===== src/rtl/editor_pkg.sv =====
// rtl/editor_pkg.sv - shared types for the field editor
// Purpose: FSM state encoding, cursor width/limit and the decoded pulse actions
//          used by editor_campos and its field counters.
// Ports:   none (package).
package editor_pkg;

  typedef enum logic [1:0] {
    IDLE   = 2'd0,
    EDIT   = 2'd1,
    COMMIT = 2'd2
  } estado_t;

  localparam int              CURSOR_W   = 2;
  localparam logic [CURSOR_W-1:0] CURSOR_MAX = 2'd2;

  // One action per cycle in EDIT, already resolved by priority.
  typedef enum logic [2:0] {
    NOP = 3'd0,
    INC = 3'd1,
    DEC = 3'd2,
    DER = 3'd3,
    IZQ = 3'd4,
    ENT = 3'd5
  } accion_t;

endpackage


===== src/rtl/contador_mod.sv =====
// rtl/contador_mod.sv - modulo-(MAX+1) up/down counter with load and clear
// Purpose: holds one edited field; wraps MAX->0 going up and 0->MAX going down.
// Ports:   CLK, reset (sync, active-high), clr (sync clear), load/din (parallel
//          load), inc, dec (single step), q (current value).
// Priority: reset > clr > load > inc > dec.
module contador_mod #(
  parameter int ANCHO = 8,
  parameter int MAX   = 59
) (
  input  logic             CLK,
  input  logic             reset,
  input  logic             clr,
  input  logic             load,
  input  logic [ANCHO-1:0] din,
  input  logic             inc,
  input  logic             dec,
  output logic [ANCHO-1:0] q
);

  localparam logic [ANCHO-1:0] MAXV = ANCHO'(MAX);

  always_ff @(posedge CLK) begin
    if (reset || clr) begin
      q <= '0;
    end else if (load) begin
      q <= din;
    end else if (inc) begin
      q <= (q >= MAXV) ? '0 : q + ANCHO'(1);
    end else if (dec) begin
      q <= (q == '0) ? MAXV : q - ANCHO'(1);
    end
  end

endmodule


===== src/rtl/editor_campos.sv =====
// rtl/editor_campos.sv - three-field editor driven by debounced button pulses
// Purpose: Enter loads the live values and opens an edit session; arrows move the
//          cursor or step the selected field; a second Enter raises escribir for
//          one cycle. Optional idle abort under macro EDITOR_TIMEOUT_EN.
// Ports:   CLK, reset (sync, active-high); p_enter/p_arriba/p_abajo/p_der/p_izq
//          (1-cycle pulses); val0_in..val2_in (live values); campo0..campo2
//          (edited fields); cursor (0..2); editando (in EDIT); escribir (commit).
import editor_pkg::*;

module editor_campos #(
  parameter int ANCHO   = 8,
  parameter int MAX0    = 23,
  parameter int MAX1    = 59,
  parameter int MAX2    = 59,
  parameter int TIMEOUT = 1000
) (
  input  logic                CLK,
  input  logic                reset,
  input  logic                p_enter,
  input  logic                p_arriba,
  input  logic                p_abajo,
  input  logic                p_der,
  input  logic                p_izq,
  input  logic [ANCHO-1:0]    val0_in,
  input  logic [ANCHO-1:0]    val1_in,
  input  logic [ANCHO-1:0]    val2_in,
  output logic [ANCHO-1:0]    campo0,
  output logic [ANCHO-1:0]    campo1,
  output logic [ANCHO-1:0]    campo2,
  output logic [CURSOR_W-1:0] cursor,
  output logic                editando,
  output logic                escribir
);

  estado_t estado, estado_sig;
  accion_t accion;
  logic    timeout;
  logic    cargar;
  logic    en_edit;

  assign en_edit  = (estado == EDIT);
  assign cargar   = (estado == IDLE) && p_enter;
  assign editando = en_edit;
  assign escribir = (estado == COMMIT);

  // Priority encoder: enter > arriba > abajo > der > izq.
  always_comb begin
    accion = NOP;
    if (p_enter)       accion = ENT;
    else if (p_arriba) accion = INC;
    else if (p_abajo)  accion = DEC;
    else if (p_der)    accion = DER;
    else if (p_izq)    accion = IZQ;
  end

  always_ff @(posedge CLK) begin
    if (reset) estado <= IDLE;
    else       estado <= estado_sig;
  end

  always_comb begin
    estado_sig = estado;
    case (estado)
      IDLE:    if (p_enter) estado_sig = EDIT;
      EDIT: begin
        if (accion == ENT) estado_sig = COMMIT;
        else if (timeout)  estado_sig = IDLE;
      end
      COMMIT:  estado_sig = IDLE;
      default: estado_sig = IDLE;
    endcase
  end

  always_ff @(posedge CLK) begin
    if (reset || cargar) begin
      cursor <= '0;
    end else if (en_edit && accion == DER) begin
      cursor <= (cursor >= CURSOR_MAX) ? '0 : cursor + 2'd1;
    end else if (en_edit && accion == IZQ) begin
      cursor <= (cursor == '0) ? CURSOR_MAX : cursor - 2'd1;
    end
  end

`ifdef EDITOR_TIMEOUT_EN
  localparam int IDLE_W = $clog2(TIMEOUT + 1);
  logic [IDLE_W-1:0] idle_cnt;
  logic              algun_pulso;

  assign algun_pulso = p_enter | p_arriba | p_abajo | p_der | p_izq;

  // Counts consecutive pulse-free EDIT cycles; the TIMEOUT-th one aborts.
  always_ff @(posedge CLK) begin
    if (reset || !en_edit || algun_pulso) idle_cnt <= '0;
    else                                  idle_cnt <= idle_cnt + IDLE_W'(1);
  end

  assign timeout = en_edit && !algun_pulso && (idle_cnt == IDLE_W'(TIMEOUT - 1));
`else
  assign timeout = 1'b0;
`endif

  logic step_inc, step_dec;
  assign step_inc = en_edit && (accion == INC);
  assign step_dec = en_edit && (accion == DEC);

  contador_mod #(.ANCHO(ANCHO), .MAX(MAX0)) u_campo0 (
    .CLK(CLK), .reset(reset), .clr(timeout), .load(cargar), .din(val0_in),
    .inc(step_inc && cursor == 2'd0), .dec(step_dec && cursor == 2'd0), .q(campo0)
  );

  contador_mod #(.ANCHO(ANCHO), .MAX(MAX1)) u_campo1 (
    .CLK(CLK), .reset(reset), .clr(timeout), .load(cargar), .din(val1_in),
    .inc(step_inc && cursor == 2'd1), .dec(step_dec && cursor == 2'd1), .q(campo1)
  );

  contador_mod #(.ANCHO(ANCHO), .MAX(MAX2)) u_campo2 (
    .CLK(CLK), .reset(reset), .clr(timeout), .load(cargar), .din(val2_in),
    .inc(step_inc && cursor == 2'd2), .dec(step_dec && cursor == 2'd2), .q(campo2)
  );

endmodule


===== config.mk =====
export PLATFORM = sky130hd
export DESIGN_NAME = editor_campos
export DESIGN_NICKNAME = d
export VERILOG_FILES = /design/src/rtl/editor_pkg.sv /design/src/rtl/contador_mod.sv /design/src/rtl/editor_campos.sv
export SDC_FILE = /design/constraint.sdc
export NUM_CORES = 1
export LEC_CHECK = 0
export CORE_ASPECT_RATIO = 0.5
export CORE_MARGIN = 2
export CORE_UTILIZATION = 30
export DETAILED_ROUTE_END_ITERATION = 8
export GPL_TIMING_DRIVEN = 0
export MAX_ROUTING_LAYER = met4
export PLACE_DENSITY = 0.61
export SETUP_SLACK_MARGIN = 0.5
export SYNTH_ARGS = -nofsm -noshare
export SYNTH_HDL_FRONTEND = slang
export SYNTH_SLANG_ARGS = --single-unit

===== constraint.sdc =====
create_clock -name CLK -period 2.4 [get_ports CLK]
set_input_delay 0.72 -clock CLK [delete_from_list [all_inputs] [get_ports CLK]]
set_output_delay 0.72 -clock CLK [all_outputs]
set_load 0.02 [all_outputs]

After elaboration in Yosys (flattened, before gate mapping)
Index checks and enable logic that the tools add are counted.
- magnitude comparators: 4
- shifts and indexed selects: 0
- bitwise logic cells: 0
- add/sub/neg operators: 8
- multiplexer cells: 27
- $mul: 0
- equal/unequal tests: 11
- reductions and logical operators: 22
- divide/modulo/power cells: 0
- operators with widths (kind ; number):
    $mux W8 ; 15
    $add A8 B1 Y8 const B ; 3
    $logic_not A8 Y1 ; 3
    $sub A8 B1 Y8 const B ; 3
    $ge A8 B6 Y1 const B ; 2
    $mux W3 ; 5
    $mux W2 ; 6
    $logic_and A1 B1 Y1 ; 11
    $reduce_bool A3 Y1 ; 3
    $ge A8 B5 Y1 const B ; 1
    $eq A3 B2 Y1 const B ; 2
    $eq A3 B3 Y1 const B ; 2
    $eq A2 B1 Y1 const B ; 2
    $eq A2 B2 Y1 const B ; 2
    $logic_not A2 Y1 ; 2
    $pmux W2 S2 ; 1
    $eq A3 B1 Y1 const B ; 1
    $add A2 B1 Y2 const B ; 1
    $ge A2 B2 Y1 const B ; 1
    $ne A2 B1 Y1 const B ; 1
    $ne A2 B2 Y1 const B ; 1
    $reduce_and A2 Y1 ; 1
    $reduce_bool A2 Y1 ; 1
    $sub A2 B1 Y2 const B ; 1
    $logic_or A1 B1 Y1 ; 1
- memories: 0
- output and inout bits: 28
- memory bits (writable): 0
- register bits after elaboration: 28
- latch bits: 0
- ROM bits: 0

Logic depth before layout (Yosys ltp)
Gate-level depths: netlist (run 1).
- depth in word-level cells: 11
- gate-level depth with buffers: 8
- gate-level depth less buffers: 7

Cells and area by module
From an unflattened synthesis (run 1), not the netlist that was laid out.
- cell total of the unflattened synthesis: 311
- area total of the unflattened synthesis: 2467.4 µm²
- modules (own cells, without submodules) (module ; cells an instance ; sequential area each (µm²) ; area an instance (µm²) ; instances):
    contador_mod (u_campo1 ...) ; 95 ; 160.2 ; 729.4 ; 2
    contador_mod (u_campo0) ; 84 ; 160.2 ; 684.4 ; 1
    editor_campos ; 37 ; 80.1 ; 324.1 ; 1

Worst setup path before layout (run 1)
Ideal clock, no wire load.
- path type: reg-to-reg
- start point: reg u_campo1.q[3]
- end point: reg u_campo1.q[7]
- cell stages (with the launch flop): 7
- required time: 2270 ps
- setup slack: 413 ps
- data arrival time: 1857 ps
- period minus slack after synthesis: 1987 ps
- cells stage by stage: dfxtp_1 -> buf_6 -> or4_4 -> nor4_2 -> mux2_2 -> a221oi_2 -> nor3_2
- cells in the longest elaborated chain, start to end: 5
- elaborated cells on any way between the ends: 9
- classes of those cells: 2 x add/sub; 1 x order compare; 5 x mux; 1 x reduce/logical
- ends and longest elaborated chain (what ; line ; source):
    from (decl) ; contador_mod.sv:17 ; output logic [ANCHO-1:0] q
    from (signal assigned) ; contador_mod.sv:26 ; q <= din;
    from (signal assigned) ; contador_mod.sv:28 ; q <= (q >= MAXV) ? '0 : q + ANCHO'(1);
    from (signal assigned) ; contador_mod.sv:30 ; q <= (q == '0) ? MAXV : q - ANCHO'(1);
    $sub A8 B1 Y8 / $logic_not A8 Y1 (equally long branches) ; contador_mod.sv:30 ;
    $mux W8 ; contador_mod.sv:30 ;
    $mux W8 ; contador_mod.sv:29 ; end else if (dec) begin
    $mux W8 * ; contador_mod.sv:27 ; end else if (inc) begin
    $mux W8 * ; contador_mod.sv:25 ; end else if (load) begin
Every way passes the cells marked *; elsewhere a longest branch is shown, timed or not. The select of a mux whose other input is x is not followed.
A chain may end at the register's enable or synchronous reset.

Final worst setup path (run 1)
- start point: reg u_campo1.q[4]
- end point: reg u_campo1.q[7]
The elaborated chain is that of the path after synthesis.

==> tab_implementation.tex, run 1 <==
\begin{tabular}{lr}
\hline
Metric & Value \\
\hline
\multicolumn{2}{l}{\textbf{Setup path}} \\
Setup slack of the worst register-to-register path & between 0.4 and 0.5 ns \\
Crit path kind & reg -> reg \\
CP delay by family, top & simple AND/OR/NAND/NOR gates \\
Levels on crit path & 6 \\
Timing startpoint of the critical path & u\_campo1.q[4] \\
Largest incremental delay on the critical path & 0.54 ns \\
Worst setup path endpoint & u\_campo1.q[7] \\
Bufs and invs on worst path & 1 \\
Type of element capturing the critical path & register \\
R2R depth & 6 \\
Startpoint kind of the worst setup timing path & register \\
CP Cell Sequence & buf\_6 -> or4\_4 -> nor4\_4 -> mux2\_4 -> a221oi\_2 -> nor3\_2 \\
Slowest-stage cell, CP & sky130\_fd\_sc\_hd\_\_or4\_4 \\
CP required & $\sim$2.5 ns \\
CP arrival & approximately 2.1 ns \\
RR Startpoint & u\_campo1.q[4] \\
Capture instance of the worst register-to-register path & u\_campo1.q[7] \\
Largest fanout on the critical path & 3 \\
\multicolumn{2}{l}{\textbf{Global route}} \\
Global routing usage on met2 & between 20\% and 30\% \\
GRT Total Usage & roughly 18\% \\
Vias in the first global route & 2,486 \\
Number of antenna violations at the first check in global routing & 0 \\
Maximum number of pins on one net before global-route repair & 16 \\
Wire length of the first global-routing pass & about 13,000 um \\
Routing layer with the top usage in global route & met2 \\
Met1 global-route usage & 24.8\% \\
Met3 Track Usage GR & 2.67\% \\
Overflow left after global routing & 0 \\
\multicolumn{2}{l}{\textbf{Clock tree}} \\
Number of clock sinks & 28 \\
Clock tree from TritonCTS & done \\
Clock tree root buffer cell & sky130\_fd\_sc\_hd\_\_clkbuf\_16 \\
Post-CTS Hold Buffers & 0 \\
Register clock-pin slew on the reported worst setup and hold paths & roughly 0.08 ns \\
Total clock buffers created by CTS & 3 \\
Maximum level of the CTS H-tree & 1 \\
Max clock buf depth & 2 \\
Clock latency of the later-clocked register in the worst-skew pair & about 0.27 ns \\
\multicolumn{2}{l}{\textbf{Placement}} \\
Count of input and output buffers & 57 \\
Pre-CTS setup slack & -0.478 ns \\
Placed instance count & approximately 480 \\
Final weighted congestion in routability-driven placement & a little under 0.9 \\
Final HPWL DP & 5500 um \\
\multicolumn{2}{l}{\textbf{STA}} \\
Setup repair after global routing missed its margin & yes \\
Final setup fails & 0 \\
Time the final worst path needs with I/O delays and setup & around 1.9 ns \\
Count of pins over their slew limit & 0 \\
Setup slack of the critical path after layout & about 0.48 ns \\
Relative slew slack & between 50\% and 60\% \\
Max frequency & between 500 and 600 MHz \\
Share of the clock period used by the worst path & about four fifths \\
Number of hold violations in the final report & 0 \\
Clock skew after layout & about 0.006 ns \\
Worst-margin pin slew & about 0.68 ns \\
\multicolumn{2}{l}{\textbf{Synth}} \\
Fraction of post-synthesis cell area in the top cell type by area & between 20 and 25\% \\
Cell taking the most area after synthesis & sky130\_fd\_sc\_hd\_\_dfxtp\_1 \\
Number of flops mapped to enable cells by yosys & 0 \\
Share of flip-flops with an asynchronous set or reset after synthesis & 0\% \\
Top cells by area, synth & sky130\_fd\_sc\_hd\_\_dfxtp\_1 (23\%), sky130\_fd\_sc\_hd\_\_ha\_1 (6.1\%), sky130\_fd\_sc\_hd\_\_a21oi\_1 (4.7\%) \\
Number of synthesized register bits & 28 \\
Number of instances in the synthesized netlist & $\sim$310 \\
Synthesized area per cell & about 8 sq um \\
Warnings from Yosys & 0 \\
Post-Syn Area & 2450 sq um \\
Synth Flop Type & sky130\_fd\_sc\_hd\_\_dfxtp\_1 \\
Sequential share of the synthesized area & between 20\% and 30\% \\
Mapped Nets & $\sim$360 \\
Number of distinct library cell variants in the gate-level netlist after synthesis & between 60 and 70 \\
\multicolumn{2}{l}{\textbf{Layout}} \\
Number of nets in the finished design & 433 \\
Number of diodes & 0 \\
Share of final-layout standard cells stronger than drive strength 1 & 27.2\% \\
Synthesis-to-finish area growth & 49.8\% \\
Filler instances & 802 \\
Final non-filler cell total & 501 \\
Share of the core filled with cells in the final layout & about 46\% \\
\multicolumn{2}{l}{\textbf{Floorplanning}} \\
Effective utilization at floorplan & 30.7\% \\
Count of standard-cell rows & 23 \\
Die Span X & around 130 um \\
Core area & between 7000 and 8000 sq um \\
Total die area & a little under 9000 sq um \\
IO Count & 59 \\
DIE HEIGHT & 67.9 um \\
\multicolumn{2}{l}{\textbf{Route}} \\
Remaining number of nets flagged by the antenna check after routing & 0 \\
Total number of vias & roughly 2,700 \\
Avg Vias per Cell & roughly 5.4 \\
Number of detailed-routing iterations run before antenna repair & 5 \\
Post-detailed-route DRC marker count & 0 \\
1st-iter DRT viols & around 170 \\
Final Routed Wirelength & roughly 8100 um \\
Wire per inst & between 15 and 20 um \\
\multicolumn{2}{l}{\textbf{Pwr}} \\
Overall power consumption & approximately 2000 uW \\
P\_leak & 0.00145 uW \\
Cell area power density & 535 nW/um\^{}2 \\
Largest voltage drop on the vdd net & 0.000284 V \\
\multicolumn{2}{l}{\textbf{Flow run}} \\
Count of maximum capacitance violations & 0 \\
\multicolumn{2}{l}{\textbf{Worst hold path}} \\
Classification of the worst-slack hold path & reg -> reg \\
\multicolumn{2}{l}{\textbf{Status}} \\
Run status & finished clean \\
\hline
\end{tabular}
==> placed cells by master (no fill, tap or decap), types with 4 or more instances in the layout <==
cell type,instances
sky130_fd_sc_hd__buf_2,7
sky130_fd_sc_hd__dfxtp_2,9
sky130_fd_sc_hd__o22ai_1,6
sky130_fd_sc_hd__inv_1,14
sky130_fd_sc_hd__nand3_1,16
sky130_fd_sc_hd__o21ai_1,5
sky130_fd_sc_hd__dfxtp_1,19
sky130_fd_sc_hd__o221ai_1,4
sky130_fd_sc_hd__buf_6,8
sky130_fd_sc_hd__nand2_1,18
sky130_fd_sc_hd__nor3_1,15
sky130_fd_sc_hd__nor2_1,27
sky130_fd_sc_hd__o21ai_0,9
sky130_fd_sc_hd__clkdlybuf4s50_1,26
sky130_fd_sc_hd__a211oi_1,6
sky130_fd_sc_hd__xor2_1,7
sky130_fd_sc_hd__and3_1,4
sky130_fd_sc_hd__a221oi_2,4
sky130_fd_sc_hd__dlygate4sd2_1,27
sky130_fd_sc_hd__xnor2_1,9
sky130_fd_sc_hd__a21oi_1,22
sky130_fd_sc_hd__nor4_4,4
sky130_fd_sc_hd__ha_1,7
sky130_fd_sc_hd__buf_4,20
==> how the worst min path moves through the flow <==
stage	start	to	slack [ns]	cells after the start
finish	u_campo1.q[1]	u_campo1.q[1]	0.55	2
global route	u_campo1.q[1]	u_campo1.q[1]	0.58	2
global placement	u_campo0.q[7]	u_campo0.q[7]	0.55	2
detailed placement	u_campo1.q[6]	u_campo1.q[6]	0.55	2
floorplan	u_campo0.q[0]	u_campo0.q[0]	0.60	2
CTS	u_campo1.q[1]	u_campo1.q[1]	0.54	2
==> worst reg2reg max path, delay by kind of cell, from the launching register on <==
family / cells / cell delay [ns]
compound gates: 1 / 0.25
mux: 1 / 0.33
flops: 1 / 0.33
buf+inv: 1 / 0.11
simple gates: 3 / 0.77
==> sequential cells by signal, summed over array words and instances (netlist names) <==
register	flops
u_campo1.q	8
cursor	2
estado	2
u_campo0.q	8
u_campo2.q	8
==> kinds of logic (layout without fill, tap and decap cells) <==
logic type	count (synthesis)	in the layout	synth area share (%)
adder cells (fa/ha/maj)	12	12	6.13
AND/OR/NAND/NOR	122	122	28.4
AO/OA/AOI/OAI	92	92	26.4
flip-flops	28	28	22.9
multiplexers	6	6	2.66
buffers and inverters	37	113	7.72
XOR/XNOR	16	16	5.73
==> what timing repair did <==
action                     CTS  global route
cloned                       0             0
setup endpoints to repair   54            26
buffers inserted             6             9
resized for setup           83            41
pin swaps                    4             5
==> routing by layer <==
layer	routed length, um	part of all wire [%]
met1	3950	49
met4	51	0.63
met3	352	4.3
met5	0	0
met2	3750	46
==> final cells by class <==
cell class	instances	area, sq um	area share, %
clock buffers	4	88.8	2.42
flip-flops and latches	28	572	15.6
multi-input cells	248	1980	54.1
inverters	16	60.1	1.64
plain buffers	21	183	4.98
repair buffers	72	638	17.4
well taps	112	140	3.82
==> power by group <==
part | switching (uW) | internal, uW | total, uW
Combinational | 487 | 442 | 929
Clock | 180 | 256 | 436
Sequential | 78.8 | 516 | 595
==> cells in the mapped netlist, drive strengths merged, types with 2 or more instances <==
cell / number
a211oi: 7
dfxtp: 28
inv: 16
o21ai: 14
nand4b: 2
nor3b: 3
or2: 3
o31ai: 2
and2b: 2
buf: 14
xnor2: 9
o311a: 2
a2111oi: 4
nor4: 7
o211ai: 2
or3: 2
nor2b: 3
clkbuf: 7
o41ai: 3
mux2: 4
nand2: 18
a21oi: 23
o21a: 2
a31oi: 5
or4: 3
mux2i: 2
nand2b: 4
nor2: 29
o221ai: 4
xor2: 7
a221oi: 5
o22ai: 6
o2111ai: 3
nor3: 17
a21o: 2
and3: 4
nand3: 20
ha: 12
==> stage by stage <==
| step | hold WS, ns | instance area [sq um] | setup TNS (ns) |
|---|---|---|---|
| after floorplan | 0.600 | 2470 | 0 |
| after global placement | 0.546 | 3180 | -8.40 |
| after detailed placement | 0.549 | 3180 | -8.33 |
| after CTS | 0.545 | 3430 | 0 |
| after global routing | 0.575 | 3670 | 0 |
| final | 0.546 | 3670 | 0 |
(Power assumes the default switching activity.)
==> inputs of run 2 (changes only) <==
Clock period 2.4 ns to 1.79 ns, I/O delays scaled along.
==> run 2 against run 1 <==
  * The run now ends with setup timing left
  * Combinational power rose by 110%
  * Worst setup slack got worse by 0.61 ns
  * Wire length rose by 37%
  * Die area did not move
  * Critical path depth did not move
  * Total power rose by 70%
  * Core utilization rose by 17 points
  * Via count rose by 19%
  * Maximum frequency rose by 0.23%
  * Non-clock buffer count rose by 64
  * Sequential cell count did not move
  * Clock skew rose by 0.00051 ns
  * Critical path type unchanged
==> tab_implementation.tex, run 2 (synthesized netlist as in run 1, its figures left out) <==
\begin{tabular}{lr}
\hline
Metric & Value \\
\hline
\multicolumn{2}{l}{\textbf{Status}} \\
Run status & finished, violations left \\
Failing checks & setup timing \\
\multicolumn{2}{l}{\textbf{Clock tree}} \\
Total clock buffers created by CTS & 3 (unchanged) \\
Number of clock sinks & 28 (unchanged) \\
Clock tree root buffer cell & sky130\_fd\_sc\_hd\_\_clkbuf\_16 \\
Clock tree from TritonCTS & done \\
Clock latency of the later-clocked register in the worst-skew pair & 0.27 ns (about the same) \\
Max clock buf depth & 2 (unchanged) \\
Post-CTS Hold Buffers & 0 (unchanged) \\
Register clock-pin slew on the reported worst setup and hold paths & 0.08 ns (about the same) \\
Maximum level of the CTS H-tree & 1 (unchanged) \\
\multicolumn{2}{l}{\textbf{Layout}} \\
Commonest cells after routing, fill and taps aside & sky130\_fd\_sc\_hd\_\_buf\_6 (62), sky130\_fd\_sc\_hd\_\_buf\_4 (51), sky130\_fd\_sc\_hd\_\_clkdlybuf4s50\_1 (26) \\
Filler instances & 597 (-26\%) \\
Share of final-layout standard cells stronger than drive strength 1 & 61.8\% (+35 points) \\
Top flop regs & u\_campo0.q x8, u\_campo1.q x8, u\_campo2.q x8 \\
Number of diodes & 0 (unchanged) \\
Final cell area excluding filler cells & 4990 sq um (+36\%) \\
Share of the core filled with cells in the final layout & 62.6\% (+17 points) \\
Most common cell after layout, fill and taps aside & sky130\_fd\_sc\_hd\_\_buf\_6 \\
Final non-filler cell total & 565 (+13\%) \\
Synthesis-to-finish area growth & 104\% \\
Number of nets in the finished design & 497 (+15\%) \\
\multicolumn{2}{l}{\textbf{Floorplanning}} \\
Die Span X & 132 um (unchanged) \\
Core area & 7970 sq um (unchanged) \\
Total die area & 8940 sq um (unchanged) \\
DIE HEIGHT & 67.9 um (unchanged) \\
Effective utilization at floorplan & 30.7\% (unchanged) \\
IO Count & 59 (unchanged) \\
Count of standard-cell rows & 23 (unchanged) \\
\multicolumn{2}{l}{\textbf{Placement}} \\
Final HPWL DP & 6020 um (+9.5\%) \\
Count of input and output buffers & 57 (unchanged) \\
Placed instance count & 482 (unchanged) \\
Final weighted congestion in routability-driven placement & 0.932 (+5.7\%) \\
Instance area at placement & 3480 sq um (+9.4\%) \\
\multicolumn{2}{l}{\textbf{Global route}} \\
Vias in the first global route & 3,126 (+26\%) \\
Wire length of the first global-routing pass & 16,200 um (+28\%) \\
GRT Total Usage & 23.7\% (+5.6 points) \\
Number of antenna violations at the first check in global routing & 0 (unchanged) \\
Maximum number of pins on one net before global-route repair & 16 (unchanged) \\
Overflow left after global routing & 0 (unchanged) \\
\multicolumn{2}{l}{\textbf{STA}} \\
Worst-margin pin slew & 0.535 ns (-0.150 ns) \\
Count of pins over their slew limit & 0 (unchanged) \\
Clock skew after layout & 0.00661 ns (+0.000509 ns) \\
Number of hold violations in the final report & 0 (unchanged) \\
Max frequency & 523 MHz (+0.23\%) \\
Setup repair after global routing missed its margin & yes \\
Relative slew slack & 64.1\% (+9.7 points) \\
Share of the clock period used by the worst path & 107\% (+27 points) \\
Final setup fails & 4 (+4) \\
Setup slack of the critical path after layout & -0.121 ns (-0.606 ns) \\
Time the final worst path needs with I/O delays and setup & 1.91 ns (-0.00430 ns) \\
\multicolumn{2}{l}{\textbf{Setup path}} \\
Setup slack of the worst register-to-register path & -0.12 ns (-0.61 ns) \\
Crit path kind & reg -> reg \\
Largest fanout on the critical path & 2 (-1) \\
RR Startpoint & u\_campo1.q[4] \\
Capture instance of the worst register-to-register path & u\_campo1.q[7] \\
R2R depth & 6 (unchanged) \\
Type of element capturing the critical path & register \\
Timing startpoint of the critical path & u\_campo1.q[4] \\
CP arrival & 2.07 ns (+0.02 ns) \\
Startpoint kind of the worst setup timing path & register \\
CP required & 1.95 ns (-0.59 ns) \\
\multicolumn{2}{l}{\textbf{Route}} \\
Total number of vias & 3,247 (+19\%) \\
Final Routed Wirelength & 11,100 um (+37\%) \\
Number of detailed-routing iterations run before antenna repair & 4 (-1) \\
Remaining number of nets flagged by the antenna check after routing & 0 (unchanged) \\
Wire per inst & 19.6 um (+21\%) \\
Post-detailed-route DRC marker count & 0 (unchanged) \\
1st-iter DRT viols & 256 (+52\%) \\
Avg Vias per Cell & 5.75 (+5.9\%) \\
\multicolumn{2}{l}{\textbf{Worst hold path}} \\
Min-Delay Path Depth & 1 (-1) \\
Startpoint of the lowest-slack hold path & u\_campo2.q[1] \\
Classification of the worst-slack hold path & reg -> reg \\
Hold Path Sink & u\_campo2.q[1] \\
\multicolumn{2}{l}{\textbf{Pwr}} \\
Cell area power density & 667 nW/um\^{}2 (+25\%) \\
Largest voltage drop on the vdd net & 0.000362 V (+27\%) \\
P\_leak & 0.00190 uW (+32\%) \\
\multicolumn{2}{l}{\textbf{Flow run}} \\
Count of maximum capacitance violations & 0 (unchanged) \\
\hline
\end{tabular}
==> run 2: final cells by class <==
type,instances,area (sq um),share of cell area (%)
multi-input cells,248,2400,48.2
repair buffers,136,1360,27.2
flip-flops and latches,28,644,12.9
plain buffers,21,282,5.64
well taps,112,140,2.81
inverters,16,85.1,1.71
clock buffers,4,78.8,1.58
==> run 2: worst max path at each step <==
stage | to | slack (ns) | cells after the start
3_3_place_gp | u_campo0.q[5] | -1.12 | 5
5_1_grt | u_campo1.q[7] | -0.22 | 6
2_1_floorplan | u_campo1.q[7] | -0.15 | 6
6_report | u_campo1.q[7] | -0.12 | 6
4_1_cts | u_campo1.q[7] | -0.12 | 6
3_5_place_dp | u_campo0.q[7] | -1.14 | 5
==> run 2: through the flow <==
| step | setup TNS [ns] | hold slack [ns] | setup WS (ns) | total power [uW] |
|---|---|---|---|---|
| 2_1_floorplan | -0.154 | 0.521 | -0.154 | 1650 |
| 3_3_place_gp | -21.24 | 0.505 | -1.12 | 2000 |
| 3_5_place_dp | -21.70 | 0.520 | -1.14 | 2030 |
| 4_1_cts | -0.153 | 0.524 | -0.117 | 3060 |
| 5_1_grt | -0.567 | 0.547 | -0.216 | 3460 |
| 6_report | -0.224 | 0.536 | -0.121 | 3330 |
==> run 2: metal layers <==
layer / GRT usage (%) / wire (um) / up-vias
li1: - / - / 1459
met1: 27.6 / 4790 / 1626
met2: 44.4 / 5440 / 137
met3: 2.81 / 635 / 25
met4: 7.07 / 225 / 0
met5: - / 0 / -
==> run 2: what timing repair did <==
item                                    in CTS  in global routing
cloned                                       3                  0
setup buffers                               54                 22
pin swaps                                   43                 36
endpoints found under the setup margin      55                 53
resized for setup                          309                 55
==> run 2: power breakdown <==
group          leakage, uW  switching, uW  internal [uW]  total, uW
Clock            0.0000382            254            307        561
Combinational      0.00162            936           1030       1970
Sequential        0.000247            106            695        801
Total              0.00190           1300           2030       3330
==> run 2: critical path, stage by stage, from the launching register on <==
cell and delay [ns]:
sky130_fd_sc_hd__dfxtp_4 0.35, sky130_fd_sc_hd__buf_6 0.11, sky130_fd_sc_hd__or4_4 0.54, sky130_fd_sc_hd__nor4_4 0.16, sky130_fd_sc_hd__mux2_4 0.33, sky130_fd_sc_hd__a221oi_2 0.24, sky130_fd_sc_hd__nor3_2 0.07
